## config.mk

```make
export PLATFORM = sky130hd
export DESIGN_NAME = issue_ctrl_flat
export DESIGN_NICKNAME = d
export VERILOG_FILES = /design/src/rtl/issue_ctrl_if.sv /design/src/rtl/issue_ctrl.sv /design/src/flat_wrapper.sv
export SDC_FILE = /design/constraint.sdc
export NUM_CORES = 1
export LEC_CHECK = 0
export BUFFER_PORTS_ARGS = -buffer_cell sky130_fd_sc_hd__buf_2
export CORE_MARGIN = 2
export CORE_UTILIZATION = 40
export CTS_BUF_LIST = sky130_fd_sc_hd__clkbuf_16
export CTS_CLUSTER_SIZE = 28
export DETAILED_ROUTE_END_ITERATION = 7
export HOLD_SLACK_MARGIN = 0.03
export PLACE_DENSITY_LB_ADDON = 0.05
export SETUP_SLACK_MARGIN = 0.3
export SLEW_MARGIN = 20
export SYNTH_ARGS = -nofsm -noshare
export SYNTH_HDL_FRONTEND = slang
export SYNTH_SLANG_ARGS = --single-unit
```

## constraint.sdc

```tcl
create_clock -name clk -period 2.2 [get_ports clk]
set_input_delay 0.44 -clock clk [delete_from_list [all_inputs] [get_ports clk]]
set_output_delay 0.44 -clock clk [all_outputs]
set_load 0.05 [all_outputs]
```

## src/rtl/issue_ctrl_if.sv

```systemverilog
// Instruction input handshake for issue_ctrl.
// valid/ready: a transfer happens on a rising edge where in_valid && in_ready; in_instr must be stable while in_valid is high.
interface issue_ctrl_if;
  logic        in_valid;
  logic        in_ready;
  logic [17:0] in_instr;

  modport master (output in_valid, output in_instr, input in_ready);
  modport slave  (input in_valid, input in_instr, output in_ready);
endinterface

```

## src/rtl/issue_ctrl.sv

```systemverilog
// Instruction issue controller: FIFO of 18-bit instructions feeding a two-state
// issue FSM that drives register-file, ALU and writeback-mux control lines.
module issue_ctrl #(
  parameter int DEPTH   = 4,
  parameter int MUL_LAT = 3
) (
  input  logic        clk,
  input  logic        rst,
  issue_ctrl_if.slave in_if,
  output logic [2:0]  opcode,
  output logic [2:0]  adr1,
  output logic [2:0]  adr2,
  output logic [2:0]  adr3,
  output logic        write,
  output logic        read2,
  output logic        read3,
  output logic        select,
  output logic [11:0] dat,
  output logic        busy,
  output logic [7:0]  retired,
  output logic        dbg_state_o
);

  localparam int PW   = $clog2(DEPTH);
  localparam int CNTW = PW + 1;
  localparam int CW   = (MUL_LAT > 1) ? $clog2(MUL_LAT) : 1;

  typedef enum logic {IDLE = 1'b0, EXEC = 1'b1} state_e;

  typedef struct packed {
    logic [2:0]  opcode;
    logic [2:0]  adr1;
    logic [2:0]  adr2;
    logic [2:0]  adr3;
    logic        write;
    logic        read2;
    logic        read3;
    logic        select;
    logic [11:0] dat;
  } ctrl_t;

  logic [17:0]     mem_q [DEPTH];
  logic [PW-1:0]   rd_ptr_q, wr_ptr_q;
  logic [CNTW-1:0] count_q, count_d;
  state_e          state_q, state_d;
  logic [CW-1:0]   cnt_q, cnt_d;
  ctrl_t           ctrl_q, ctrl_d;
  logic [7:0]      retired_q, retired_d;

  logic        push, pop, fifo_empty, last_cyc, head_mul;
  logic [17:0] head;

  function automatic ctrl_t decode(input logic [17:0] ins);
    ctrl_t c;
    c        = '0;
    c.opcode = ins[17:15];
    c.adr1   = ins[14:12];
    if (ins[17:15] == 3'b000) begin
      c.select = 1'b1;
      c.dat    = ins[11:0];
    end else begin
      c.read2 = 1'b1;
      c.read3 = 1'b1;
      c.adr2  = ins[11:9];
      c.adr3  = ins[8:6];
    end
    return c;
  endfunction

  assign in_if.in_ready = !rst && (count_q != CNTW'(DEPTH));
  assign push       = in_if.in_valid && in_if.in_ready;
  assign fifo_empty = (count_q == '0);
  assign last_cyc   = (state_q == EXEC) && (cnt_q == '0);
  assign pop        = !fifo_empty && ((state_q == IDLE) || last_cyc);
  assign head       = mem_q[rd_ptr_q];
  assign head_mul   = (head[17:15] == 3'b011) || (head[17:15] == 3'b100) ||
                      (head[17:15] == 3'b110);

  // Occupancy is the only full/empty indicator; pointers just wrap.
  always_comb begin
    count_d = count_q;
    case ({push, pop})
      2'b10:   count_d = count_q + CNTW'(1);
      2'b01:   count_d = count_q - CNTW'(1);
      default: count_d = count_q;
    endcase
  end

  always_ff @(posedge clk) begin
    if (push) mem_q[wr_ptr_q] <= in_if.in_instr;
  end

  always_ff @(posedge clk) begin
    if (rst) begin
      rd_ptr_q <= '0;
      wr_ptr_q <= '0;
      count_q  <= '0;
    end else begin
      if (push) wr_ptr_q <= wr_ptr_q + PW'(1);
      if (pop)  rd_ptr_q <= rd_ptr_q + PW'(1);
      count_q <= count_d;
    end
  end

  // State register (with the registered control lines it drives).
  always_ff @(posedge clk) begin
    if (rst) begin
      state_q   <= IDLE;
      cnt_q     <= '0;
      ctrl_q    <= '0;
      retired_q <= '0;
    end else begin
      state_q   <= state_d;
      cnt_q     <= cnt_d;
      ctrl_q    <= ctrl_d;
      retired_q <= retired_d;
    end
  end

  always_comb begin
    state_d = state_q;
    case (state_q)
      IDLE:    if (!fifo_empty) state_d = EXEC;
      EXEC:    if (cnt_q == '0 && fifo_empty) state_d = IDLE;
      default: state_d = IDLE;
    endcase
  end

  // Next values of the registered outputs: a pop loads a fresh instruction,
  // a running multi-cycle op holds its lines and raises write on its last cycle.
  always_comb begin
    ctrl_d    = '0;
    cnt_d     = '0;
    retired_d = last_cyc ? retired_q + 8'd1 : retired_q;
    if (pop) begin
      ctrl_d = decode(head);
      if (head_mul) begin
        cnt_d        = CW'(MUL_LAT - 1);
        ctrl_d.write = (MUL_LAT == 1);
      end else begin
        ctrl_d.write = 1'b1;
      end
    end else if (state_q == EXEC && cnt_q != '0) begin
      ctrl_d       = ctrl_q;
      cnt_d        = cnt_q - CW'(1);
      ctrl_d.write = (cnt_q == CW'(1));
    end
  end

  assign opcode      = ctrl_q.opcode;
  assign adr1        = ctrl_q.adr1;
  assign adr2        = ctrl_q.adr2;
  assign adr3        = ctrl_q.adr3;
  assign write       = ctrl_q.write;
  assign read2       = ctrl_q.read2;
  assign read3       = ctrl_q.read3;
  assign select      = ctrl_q.select;
  assign dat         = ctrl_q.dat;
  assign retired     = retired_q;
  assign busy        = (state_q == EXEC) || !fifo_empty;
  assign dbg_state_o = state_q;

endmodule

```

## src/flat_wrapper.sv

```systemverilog
// flat-port wrapper written by rule: the top's interface ports become plain ports
module issue_ctrl_flat 
#(
  parameter int DEPTH   = 4,
  parameter int MUL_LAT = 3
)
  (clk, rst, opcode, adr1, adr2, adr3, write, read2, read3, select, dat, busy, retired, dbg_state_o, in_if_in_valid, in_if_in_instr, in_if_in_ready);
  issue_ctrl_if in_if_i ();
  input  logic clk;
  input  logic rst;
  output logic [2:0] opcode;
  output logic [2:0] adr1;
  output logic [2:0] adr2;
  output logic [2:0] adr3;
  output logic write;
  output logic read2;
  output logic read3;
  output logic select;
  output logic [11:0] dat;
  output logic busy;
  output logic [7:0] retired;
  output logic dbg_state_o;
  input wire logic [$bits(in_if_i.in_valid)-1:0] in_if_in_valid;
  input wire logic [$bits(in_if_i.in_instr)-1:0] in_if_in_instr;
  output wire logic [$bits(in_if_i.in_ready)-1:0] in_if_in_ready;
  assign in_if_i.in_valid = in_if_in_valid;
  assign in_if_i.in_instr = in_if_in_instr;
  assign in_if_in_ready = in_if_i.in_ready;
  issue_ctrl #(.DEPTH(DEPTH), .MUL_LAT(MUL_LAT)) u_core (.clk(clk), .rst(rst), .in_if(in_if_i), .opcode(opcode), .adr1(adr1), .adr2(adr2), .adr3(adr3), .write(write), .read2(read2), .read3(read3), .select(select), .dat(dat), .busy(busy), .retired(retired), .dbg_state_o(dbg_state_o));
endmodule
```

# --- Word-level counts from Yosys, hierarchy flattened ---
# Memory sizes are Yosys's and may differ from the RTL's. A register that Yosys moved wholly into a read port is not among the register bits.
# Cells that the tools add are included.
# W data, S select, Z words.
totals:
  reg_bits: 46
  elab_cells: 65
  memories: 1
  mem_bits_rw: 72
op_classes:
  reduce_logical: 17
  addsub: 6
  eq_ne: 8
  bitwise_logic: 1
  n_mux: 17
mem_list:
  columns: ["memory", "words", "word_bits", "read_ports", "rd_clocked_by_memory_dff", "write_ports", "line_no", "rtl"]
  rows:
  - ["u_core.mem_q", 4, 18, 1, 1, 1, "issue_ctrl.sv:42", "logic [17:0] mem_q [DEPTH];"]
op_table:
  columns: ["cell", "count"]
  rows:
  - ["$mux W28", 2]
  - ["$mux W13", 1]
  - ["$mux W2", 6]
  - ["$add A8 B1 Y8 const B", 1]
  - ["$eq A3 B3 Y1 const B", 2]
  - ["$logic_and A1 B1 Y1", 6]
  - ["$logic_not A3 Y1", 2]
  - ["$mux W6", 1]
  - ["$pmux W3 S2", 1]
  - ["$mux W1", 5]
  - ["$add A2 B1 Y2 const B", 2]
  - ["$eq A2 B1 Y1 const B", 2]
  - ["$logic_or A1 B1 Y1", 4]
  - ["$reduce_bool A2 Y1", 2]
  - ["$add A3 B1 Y3 const B", 1]
  - ["$eq A3 B2 Y1 const B", 1]
  - ["$ne A3 B3 Y1 const B", 1]
  - ["$sub A3 B1 Y3 const B", 1]
  - ["$eq A2 B2 Y1 const B", 1]
  - ["$logic_not A1 Y1", 2]
  - ["$logic_not A2 Y1", 1]
  - ["$ne A2 B1 Y1 const B", 1]
  - ["$pmux W1 S2", 1]
  - ["$sub A2 B1 Y2 const B", 1]
  - ["$not A1 Y1", 1]

# --- Depth between registers and ports, before layout ---
# Gate-level depths: netlist of the first run.
logic_depth:
  depth_word: 6
  mapped_depth: 10

# --- Worst setup path before layout of the first run ---
# OpenSTA, ideal clock, no wires.
synth_path:
  path_type: "reg-to-reg"
  start: "register u_core.state_q (netlist: u_core.dbg_state_o)"
  end: "register u_core.count_q[2]"
  synth_period_minus_slack_ns: 2.318
  required_ns: 2.129
  path_slack_ns: -0.118
  stages_incl_launch_ff: 9
  arrival_ns: 2.247
  n_path_buf: 0
  path_cell_list: "dfxtp_1 nor2b_1 nor2_1 ha_1 inv_1 fa_1 xor2_1 or3_1 a21oi_1"
synth_via:
  elab_chain_cells: 5
  word_cells_on_any_way: 8
synth_lines:
  columns: ["item", "line_no", "rtl"]
  rows:
  - ["from (decl)", "issue_ctrl.sv:45", "state_e state_q, state_d;"]
  - ["from (signal assigned)", "issue_ctrl.sv:113", "state_q <= state_d;"]
  - ["$logic_and A1 B1 Y1 / $not A1 Y1 (equally long branches)", "issue_ctrl.sv:73, issue_ctrl.sv:74", null]
  - ["$logic_or A1 B1 Y1 (*)", "issue_ctrl.sv:74", "assign pop = !fifo_empty && ((state_q == IDLE) || last_cyc);"]
  - ["$logic_and A1 B1 Y1 (*)", "issue_ctrl.sv:74", null]
  - ["named net u_core.pop", "issue_ctrl.sv:50", "logic push, pop, fifo_empty, last_cyc, head_mul;"]
  - ["$eq A2 B1 Y1 / $eq A2 B2 Y1 (equally long branches)", "issue_ctrl.sv:82", "case ({push, pop})"]
  - ["$pmux W3 S2 / $reduce_bool A2 Y1 (equally long branches)", null, null]
  - ["to (signal assigned)", "issue_ctrl.sv:101", "count_q <= count_d;"]
  - ["to (decl)", "issue_ctrl.sv:44", "logic [CNTW-1:0] count_q, count_d;"]
# The timed path passes the listed nets; every way through them passes the cells marked *.
# A chain may end at the register's enable or synchronous reset.

# --- Worst setup path after layout of the first run ---
layout_path:
  start: "register u_core.cnt_q[1]"
  end: "register u_core.count_q[2]"
layout_via:
  elab_chain_cells: 6
  word_cells_on_any_way: 8
layout_lines:
  columns: ["item", "line_no", "rtl"]
  rows:
  - ["from (decl)", "issue_ctrl.sv:46", "logic [CW-1:0] cnt_q, cnt_d;"]
  - ["from (signal assigned)", "issue_ctrl.sv:114", "cnt_q <= cnt_d;"]
  - ["$logic_not A2 Y1 (*)", "issue_ctrl.sv:73", "assign last_cyc = (state_q == EXEC) && (cnt_q == '0);"]
  - ["$logic_and A1 B1 Y1 (*)", "issue_ctrl.sv:73", null]
  - ["$logic_or A1 B1 Y1 (*)", "issue_ctrl.sv:74", null]
  - ["$logic_and A1 B1 Y1 (*)", "issue_ctrl.sv:74", null]
  - ["named net u_core.pop", "issue_ctrl.sv:50", null]
  - ["$eq A2 B1 Y1 / $eq A2 B2 Y1 (equally long branches)", "issue_ctrl.sv:82", null]
  - ["$pmux W3 S2 / $reduce_bool A2 Y1 (equally long branches)", null, null]
# Marks and branches as above.

==> results of run 1 <==
stage by stage:
stage	utilization	hold slack, ns	cell area [um2]	total power, mW
floorplan	-	0.448	4450	4.30
global placement	0.461	0.452	4980	4.80
detailed placement	0.461	0.457	4980	4.81
CTS	0.527	0.226	5690	7.95
global route	0.534	0.235	5770	8.42
finish	0.534	0.243	5770	8.06
state kept, by name, summed over array words and instances, names as in the netlist, named ones only:
register            count
u_core.write            1
u_core.adr3             3
u_core.dbg_state_o      1
u_core.mem_q           72
u_core.opcode           3
u_core.wr_ptr_q         2
u_core.dat             12
u_core.rd_ptr_q         2
u_core.retired          8
u_core.cnt_q            2
u_core.read3            1
u_core.adr2             3
u_core.select           1
u_core.adr1             3
u_core.count_q          3
worst max-delay path by stage:
| stage | endpoint | depth (start not counted) | slack [ns] |
|---|---|---|---|
| CTS | busy | 4 | 0.29 |
| global placement | u_core.count_q[2] | 10 | 0.24 |
| detailed placement | u_core.count_q[2] | 10 | 0.21 |
| floorplan | u_core.count_q[2] | 10 | 0.19 |
| global route | u_core.count_q[2] | 10 | 0.27 |
| finish | u_core.count_q[2] | 10 | 0.35 |
area by class of cell:
class                   count  area (um2)  share of cell area
clock buffers              17         425              0.0738
flip-flops and latches    119        3120               0.540
repair buffers             83         498              0.0864
clock inverters            15         225              0.0391
inverters                   9        33.8             0.00586
well taps                 140         175              0.0304
multi-input cells         128        1290               0.224
cell families after synthesis:
group                      share of synthesized area
AOI/OAI and AO/OA                             0.0660
xor gates and xnor gates                      0.0238
adders and majority gates                     0.0272
buffers and inverters                         0.0224
DFF                                            0.703
muxes                                         0.0975
and+or+nand+nor                               0.0604
timing repair:
item / in CTS / in global routing
setup endpoints to repair: 2 / 22
pin swaps: 5 / 6
gates resized for setup: 5 / 12
setup buffers: 6 / 4
cell usage in the layout, fill, tap and decap left out, drive strengths merged:
master,n
buf,83
edfxtp,72
dfxtp,47
nor2,21
a22o,21
mux4,18
clkbuf,17
inv,11
xor2,9
ha,8
nand2,6
and2,6
clkinv,6
bufinv,5
a21oi,5
nand4,4
nor3,4
xnor2,3
a22oi,3
nand3,2
and3,2
a21o,2
or3,2
o21ai,2
clkinvlp,2
nand2b,2
nor2b,1
a211oi,1
nor3b,1
and2b,1
mux2i,1
o31ai,1
o32ai,1
fa,1
where the power goes:
part / internal [mW] / switching (mW) / leakage, nW
registers: 2.62 / 0.183 / 1.04
logic: 0.969 / 1.27 / 0.888
clock network: 2.01 / 1.00 / 0.309
total: 5.61 / 2.45 / 2.24
critical path: cells and delay by family, from the launching register on:
family / cells / cell delay, ns
xor gates and xnor gates: 1 / 0.15
AOI/OAI and AO/OA: 1 / 0.13
and+or+nand+nor: 3 / 0.48
adders and majority gates: 3 / 0.62
buffers and inverters: 2 / 0.11
DFF: 1 / 0.30
routing by layer:
layer	up-vias	GRT usage	part of all wire
li1	1211	-	-
met1	1247	0.203	0.45
met2	52	0.269	0.50
met3	11	0.0514	0.038
met4	0	0.0659	0.013
met5	-	0	0
==> impl_metrics.json, run 1 <==
{
  "critPathLaunchType": "register",
  "drive_above_1_share": 0.423,
  "instances_no_fill": 511,
  "post_synth_main_area_contributors": "sky130_fd_sc_hd__edfxtp_1 49%, sky130_fd_sc_hd__dfxtp_1 21%, sky130_fd_sc_hd__mux4_2 7.1%",
  "setup.reg_to_reg.worst_slack_ns": 0.35,
  "max_clock_freq_mhz": 541,
  "die-area_um2": 11900,
  "detail_route.drc_violations": 0,
  "tritoncts.num_buffers": 17,
  "leakage_nw": 2.24,
  "p_per_area_nw_per_um2": 1400,
  "worst_r2r_endpoint": "u_core.count_q[2]",
  "postSynthAreaPerCell_um2": 16.5,
  "io_pins": 60,
  "yosysTopAreaCell": "sky130_fd_sc_hd__edfxtp_1",
  "detail_route.first_pass.iterations": 4,
  "yosys_most_used_dff": "sky130_fd_sc_hd__edfxtp_1",
  "area.growth.synth_to_final_pct": 30.6,
  "global_route.usage.total": 0.164,
  "maximum_fanout_count_along_the_critical_path": 7,
  "detail-route-antenna-nets": 0,
  "fill_cells": 868,
  "most_used_cell_cp": "sky130_fd_sc_hd__ha_4",
  "clk_latency_ns": 0.41,
  "unrepaired_setup_endpoints_after_global_routing": "true",
  "min_to": "u_core.mem_q[0][8]",
  "detail_route.iter0.violations": 110,
  "timing.max_cap.violations": 0,
  "gpl.final_weighted_congestion": 0.693,
  "first_global_vias": 2510,
  "hold_path.class": "in -> reg",
  "num_rows": 38,
  "hold_critical_path_depth": 1,
  "r2r_path_start": "u_core.cnt_q[1]",
  "synth_top_area_frac": 0.490,
  "grt_pass1_wl_mm": 13.8,
  "hold_buffers": 0,
  "grt_antenna_before_repair": 0,
  "setup.worst_path.start": "u_core.cnt_q[1]",
  "async_s_r_ff_share_synth": 0,
  "worstSetupPathType": "reg -> reg",
  "root_buffer_cell": "sky130_fd_sc_hd__clkbuf_16",
  "synthesis_warning_total": 0,
  "ys_seq_elements": 119,
  "slew_headroom": 0.610,
  "postSynthCellCount": 267,
  "synth.lib_cells_used.distinct": 38,
  "worst-r2r-cell-count": 10,
  "post_drt_wl_per_cell_um": 17.3,
  "cts-htree-levels": 4,
  "dp_hpwl_mm": 5.55,
  "synthesis.nets": 297,
  "die_height_um": 109,
  "clock_tree.buffer_depth": 2,
  "post_synth_most_frequent_cells": "72 x sky130_fd_sc_hd__edfxtp_1, 47 x sky130_fd_sc_hd__dfxtp_1, 21 x sky130_fd_sc_hd__nor2_1",
  "seq_area_frac_synth": 0.703,
  "tns_ns": 0,
  "tritoncts_clock_tree": "yes",
  "synth_enable_flop_cells": 72,
  "crit_arrival_ns": 2.18,
  "n_antenna_cell": 0,
  "slew_violations": 0,
  "end_kind": "register",
  "initial_utilization": 0.409,
  "placement.setup.worst_slack_ns": 0.209,
  "portBuffers": 59,
  "final_period_minus_worst_setup_slack_ns": 1.85,
  "timing.clock.skew_ns": 0.00851,
  "grt.overflow.total": 0,
  "final_hold_viol_count": 0,
  "timing.critical_path.cells": "inv_2 > ha_4 > nor2b_4 > nor2_4 > ha_4 > inv_1 > fa_2 > xor2_1 > or3_1 > a21oi_1",
  "cp_data_required_time_ns": 2.54,
  "dieWidth_um": 109,
  "detailroute.via_count": 2521,
  "routed_wirelength_mm": 8.85,
  "synth_area_um2": 4420,
  "dp_cells": 469,
  "post-synth-top-count-cell": "sky130_fd_sc_hd__edfxtp_1",
  "finalWorstSetupSlack_ns": 0.351,
  "min_period_over_period": 0.840,
  "critPathMaxStageDelay_ns": 0.33,
  "fp.coreArea_um2": 10800,
  "status": "finished, final reports clean",
  "cp_slowest_cell": "sky130_fd_sc_hd__fa_2",
  "hold_path_startpoint": "in_if_in_instr[8]",
  "routed_via_density": 4.93,
  "power.ir.vdd_worst_v": 0.000932,
  "fin_nets": 388,
  "clk_pin_slew_ns": 0.06,
  "finalSetupViolCount": 0,
  "worst-slew-pin-transition_ns": 0.582,
  "pin_count_of_the_biggest_net_entering_global_routing": 26,
  "clock-sinks": 119
}
Note: power is estimated with default switching activity, not from simulation.
==> run 2: changes to the inputs <==
==> constraint.sdc (replaced) <==
create_clock -name clk -period 1.8 [get_ports clk]
set_input_delay 0.36 -clock clk [delete_from_list [all_inputs] [get_ports clk]]
set_output_delay 0.36 -clock clk [all_outputs]
set_load 0.05 [all_outputs]
==> impl_metrics.json, run 2 (synthesized netlist as in run 1, its figures left out) <==
{
  "status": "finished with violations",
  "violations": "setup timing",
  "gpl.final_weighted_congestion": 0.695,
  "portBuffers": 59,
  "hold_path_startpoint": "in_if_in_instr[13]",
  "worstSetupPathType": "reg -> reg",
  "end_kind": "register",
  "num_rows": 38,
  "first_global_vias": 2522,
  "crit_arrival_ns": 2.14,
  "grt_pass1_wl_mm": 13.5,
  "n_antenna_cell": 0,
  "hold_path.class": "in -> reg",
  "max_clock_freq_mhz": 550,
  "layout.core_utilization": 0.561,
  "post_drt_wl_per_cell_um": 16.6,
  "commonest_cells_after_routing_fill_and_taps_aside": "72 x sky130_fd_sc_hd__edfxtp_1, 57 x sky130_fd_sc_hd__buf_2, 41 x sky130_fd_sc_hd__dfxtp_1, 23 x sky130_fd_sc_hd__buf_4, 19 x sky130_fd_sc_hd__clkbuf_16",
  "grt_antenna_before_repair": 0,
  "detail_route.drc_violations": 0,
  "setup.reg_to_reg.worst_slack_ns": -0.02,
  "dp_cells": 472,
  "tritoncts.num_buffers": 17,
  "dieWidth_um": 109,
  "maximum_fanout_count_along_the_critical_path": 3,
  "hold_critical_path_depth": 1,
  "power.total_mw": 9.85,
  "routed_wirelength_mm": 8.76,
  "die-area_um2": 11900,
  "slew_violations": 0,
  "critPathLaunchType": "register",
  "pin_count_of_the_biggest_net_entering_global_routing": 27,
  "detailroute.via_count": 2573,
  "clock_tree.buffer_depth": 2,
  "flip_flop_count_of_the_largest_register_all_copies_and_words_added": 72,
  "clk_pin_slew_ns": 0.06,
  "instances_no_fill": 526,
  "detail_route.iter0.violations": 110,
  "unrepaired_setup_endpoints_after_global_routing": "true",
  "timing.max_cap.violations": 0,
  "placement.setup.worst_slack_ns": -0.0236,
  "finalSetupViolCount": 1,
  "io_pins": 60,
  "finalWorstSetupSlack_ns": -0.0168,
  "grt.overflow.total": 0,
  "leakage_nw": 2.41,
  "routed_via_density": 4.89,
  "worst-r2r-cell-count": 10,
  "cp_data_required_time_ns": 2.13,
  "clk_latency_ns": 0.41,
  "r2r_path_start": "u_core.cnt_q[0]",
  "detail_route.first_pass.iterations": 4,
  "final_hold_viol_count": 0,
  "tritoncts_clock_tree": "yes",
  "p_per_area_nw_per_um2": 1630,
  "global_route.usage.total": 0.160,
  "regMostFlops": "u_core.mem_q",
  "root_buffer_cell": "sky130_fd_sc_hd__clkbuf_16",
  "worst_r2r_endpoint": "u_core.count_q[2]",
  "final_period_minus_worst_setup_slack_ns": 1.82,
  "hold_slack_ns": 0.164,
  "timing.clock.skew_ns": 0.0101,
  "worst-slew-pin-transition_ns": 0.427,
  "fp.coreArea_um2": 10800,
  "power.ir.vdd_worst_v": 0.000717,
  "die_height_um": 109,
  "detail-route-antenna-nets": 0,
  "clock-sinks": 119,
  "min_period_over_period": 1.01,
  "area.growth.synth_to_final_pct": 37.0,
  "layout_commonest_cell": "sky130_fd_sc_hd__edfxtp_1",
  "cts-htree-levels": 4,
  "initial_utilization": 0.409,
  "fin_nets": 403,
  "slew_headroom": 0.713,
  "dp_hpwl_mm": 5.47,
  "drive_above_1_share": 0.469,
  "min_to": "u_core.mem_q[1][13]"
}
## run 2: cell count changes in the layout (fill, tap and decap cells not counted), moves of 4 or more
cell / before / now
sky130_fd_sc_hd__a22o_4: 0 / 9
sky130_fd_sc_hd__and2_4: 1 / 6
sky130_fd_sc_hd__inv_4: 0 / 4
sky130_fd_sc_hd__and2_1: 5 / 1
sky130_fd_sc_hd__a22o_2: 9 / 0
sky130_fd_sc_hd__buf_12: 1 / 7
sky130_fd_sc_hd__buf_6: 2 / 8
## run 2: area by class of cell
type                       count  area [um2]
fill                         899        4740
inverter                       9        33.8
sequential                   119        3120
clock buffer                  18         450
multi-input combinational    129        1410
tap                          140         175
timing repair buffer          97         728
clock inverter                14         129
## run 2: worst max path at each step
stage                                from                end  slack (ns)  depth (start not counted)
final                     u_core.cnt_q[0]  u_core.count_q[2]       -0.02                         10
after global routing      u_core.cnt_q[1]  u_core.count_q[2]        -0.1                         10
after CTS                 u_core.cnt_q[1]  u_core.count_q[2]       -0.02                         10
after detailed placement   in_if_in_valid  u_core.count_q[2]       -0.02                         10
after global placement     in_if_in_valid  u_core.count_q[2]        0.02                         10
after floorplan           u_core.cnt_q[1]  u_core.count_q[2]       -0.04                         10
## run 2: report_power, final
group / total, mW / switching [mW] / internal [mW]
Clock: 3.28 / 1.17 / 2.10
Combinational: 3.13 / 1.69 / 1.44
Sequential: 3.44 / 0.224 / 3.22
## run 2: through the flow
step	area, um2	setup TNS (ns)
floorplan	4600	-0.0443
global placement	5120	0
detailed placement	5120	-0.0236
CTS	5960	-0.0219
global route	6050	-0.213
finish	6050	-0.0168
## run 2: critical path, stage by stage (launching register included)
cell and delay (ns):
sky130_fd_sc_hd__dfxtp_2 0.33, sky130_fd_sc_hd__inv_2 0.06, sky130_fd_sc_hd__ha_4 0.14, sky130_fd_sc_hd__nor2b_4 0.04
sky130_fd_sc_hd__nor2_4 0.10, sky130_fd_sc_hd__ha_4 0.14, sky130_fd_sc_hd__inv_2 0.03, sky130_fd_sc_hd__fa_2 0.32
sky130_fd_sc_hd__xor2_1 0.15, sky130_fd_sc_hd__or3_1 0.30, sky130_fd_sc_hd__a21oi_1 0.12
## run 2: repair_timing
item,in CTS,in global routing
gates cloned,1,1
endpoints found under the hold margin,0,0
hold buffers,0,0
gates resized for setup,19,5
setup buffers,15,5
endpoints found under the setup margin,98,101
pin swaps,10,8
## run 2: routing by layer
metal,up-vias,track usage,wire length (um)
met5,-,0,0
met4,0,0.0632,97
met3,9,0.0508,356
met2,59,0.236,4010
met1,1263,0.220,4300
li1,1242,-,-
==> run 3: changes to the inputs <==
--- a/config.mk
+++ b/config.mk
@@ -5,13 +5,14 @@
 export SDC_FILE = /design/constraint.sdc
 export NUM_CORES = 1
 export LEC_CHECK = 0
-export BUFFER_PORTS_ARGS = -buffer_cell sky130_fd_sc_hd__buf_2
+export BUFFER_PORTS_ARGS = -buffer_cell sky130_fd_sc_hd__buf_4
 export CORE_MARGIN = 2
 export CORE_UTILIZATION = 40
 export CTS_BUF_LIST = sky130_fd_sc_hd__clkbuf_16
 export CTS_CLUSTER_SIZE = 28
 export DETAILED_ROUTE_END_ITERATION = 7
 export HOLD_SLACK_MARGIN = 0.03
+export MAX_ROUTING_LAYER = met4
 export PLACE_DENSITY_LB_ADDON = 0.05
 export SETUP_SLACK_MARGIN = 0.3
 export SLEW_MARGIN = 20
==> impl_metrics.json, run 3 (synthesized netlist as in run 1, its figures left out) <==
{
  "post_drt_wl_per_cell_um": 17.1,
  "grt_antenna_before_repair": 0,
  "end_kind": "register",
  "cts-htree-levels": 4,
  "detail_route.drc_violations": 0,
  "portBuffers": 59,
  "finalSetupViolCount": 1,
  "finalWorstSetupSlack_ns": -0.0394,
  "wl_met1_mm": 4.07,
  "power_frac_seq": 0.338,
  "root_buffer_cell": "sky130_fd_sc_hd__clkbuf_16",
  "die-area_um2": 11900,
  "status": "finished with violations",
  "leakage_nw": 2.43,
  "layout.cell_area.non_filler_um2": 6290,
  "clk_latency_ns": 0.41,
  "timing.critical_path.cells": "inv_2 > ha_4 > nor2b_4 > nor2_4 > ha_4 > inv_2 > fa_2 > xor2_1 > or3_1 > a21oi_2",
  "route.top_layer_used": "met4",
  "drive_above_1_share": 0.482,
  "detailroute.via_count": 2615,
  "pin_count_of_the_biggest_net_entering_global_routing": 27,
  "worst-slew-pin-transition_ns": 0.294,
  "detail_route.iter0.violations": 167,
  "p_per_area_nw_per_um2": 1620,
  "crit_arrival_ns": 2.18,
  "detail-route-antenna-nets": 0,
  "io_pins": 60,
  "grt_pass1_wl_mm": 13.5,
  "power.share.switching": 0.318,
  "p_clk_frac": 0.318,
  "dieWidth_um": 109,
  "clock-sinks": 119,
  "tritoncts_clock_tree": "yes",
  "global_route.usage.total": 0.162,
  "commonest_cells_after_routing_fill_and_taps_aside": "72 x sky130_fd_sc_hd__buf_4, 72 x sky130_fd_sc_hd__edfxtp_1, 41 x sky130_fd_sc_hd__dfxtp_1, 19 x sky130_fd_sc_hd__clkbuf_16, 17 x sky130_fd_sc_hd__nor2_1",
  "flip_flop_count_of_the_largest_register_all_copies_and_words_added": 72,
  "hold_path.class": "in -> reg",
  "max_clock_freq_mhz": 544,
  "maximum_fanout_count_along_the_critical_path": 2,
  "timing.max_cap.violations": 0,
  "gpl.final_weighted_congestion": 0.694,
  "first_global_vias": 2585,
  "power.ir.vdd_worst_v": 0.000759,
  "grt.overflow.total": 0,
  "slew_violations": 0,
  "n_antenna_cell": 0,
  "met2_length_mm": 4.36,
  "worst-path-buf-inv": 2,
  "cp_slowest_cell": "sky130_fd_sc_hd__fa_2",
  "power_switching_mw": 3.25,
  "regMostFlops": "u_core.mem_q",
  "cp_data_required_time_ns": 2.14,
  "dpl-instance-area_um2": 5310,
  "slew_headroom": 0.803,
  "final_period_minus_worst_setup_slack_ns": 1.84,
  "met3WireLength_um": 459,
  "critPathTopFamily": "adder cells",
  "fin_nets": 403,
  "num_rows": 38,
  "hold_slack_ns": 0.152,
  "detail_route.first_pass.iterations": 4,
  "area.growth.synth_to_final_pct": 42.6,
  "timing.clock.skew_ns": 0.00908,
  "power.internal_mw": 6.98,
  "routed_via_density": 4.97,
  "tritoncts.num_buffers": 17,
  "die_height_um": 109,
  "clk_pin_slew_ns": 0.06,
  "worstSetupPathType": "reg -> reg",
  "pwr-share-comb": 0.344,
  "unrepaired_setup_endpoints_after_global_routing": "true",
  "min_period_over_period": 1.02,
  "violations": "setup timing",
  "critPathLaunchType": "register",
  "hold_buffers": 0,
  "critPathMaxStageDelay_ns": 0.33,
  "clock_tree.buffer_depth": 2,
  "initial_utilization": 0.409,
  "dp_hpwl_mm": 5.41,
  "routed_wirelength_mm": 8.98,
  "fill_cells": 856,
  "final_hold_viol_count": 0,
  "fp.coreArea_um2": 10800
}
run 3: what timing repair did:
action | 4_1_cts | 5_1_grt
buffers inserted | 10 | 6
gates cloned | 2 | 2
pin swaps | 12 | 9
gates resized for setup | 28 | 8
endpoints found under the setup margin | 100 | 80
run 3: worst paths after layout:
| check | start | end | slack, ns | cells after the start |
|---|---|---|---|---|
| min reg2reg | u_core.cnt_q[0] | u_core.cnt_q[0] | 0.43 | 1 |
| min | in_if_in_instr[1] | u_core.mem_q[2][1] | 0.15 | 1 |
| max reg2reg | u_core.cnt_q[1] | u_core.count_q[2] | -0.04 | 10 |
| max | u_core.cnt_q[1] | u_core.count_q[2] | -0.04 | 10 |
run 3: final cells by class:
cell class	count	area, um2	area share
well taps	140	175	0.0278
flip-flops and latches	119	3120	0.496
inverters	9	33.8	0.00537
repair buffers	96	933	0.148
clock inverters	15	156	0.0248
clock buffers	17	425	0.0676
multi-input cells	130	1450	0.230
run 3: per-stage QoR:
step	TNS (ns)	setup slack, ns	total power [mW]	utilization	instances
final	-0.0394	-0.0394	10.2	0.583	526
after global routing	-0.127	-0.111	10.7	0.583	526
after CTS	-0.0253	-0.0253	10.1	0.571	518
after detailed placement	-0.0363	-0.0363	6.33	0.492	474
after global placement	0	0.0128	6.30	0.492	474
after floorplan	-0.0443	-0.0443	5.42	-	267
run 3: per-layer routing:
metal  global-route usage  vias to the layer above
met1                0.215                     1301
met3               0.0496                        7
met2                0.236                       61
met5                    -                        -
li1                     -                     1246
met4               0.0577                        0
run 3: power by group through the flow:
stage	logic (mW)	registers, mW	clock network, mW
2_1_floorplan	1.57	3.85	0
3_3_place_gp	2.83	3.47	0
3_5_place_dp	2.85	3.48	0
4_1_cts	3.26	3.45	3.34
5_1_grt	3.76	3.50	3.45
6_report	3.52	3.46	3.25
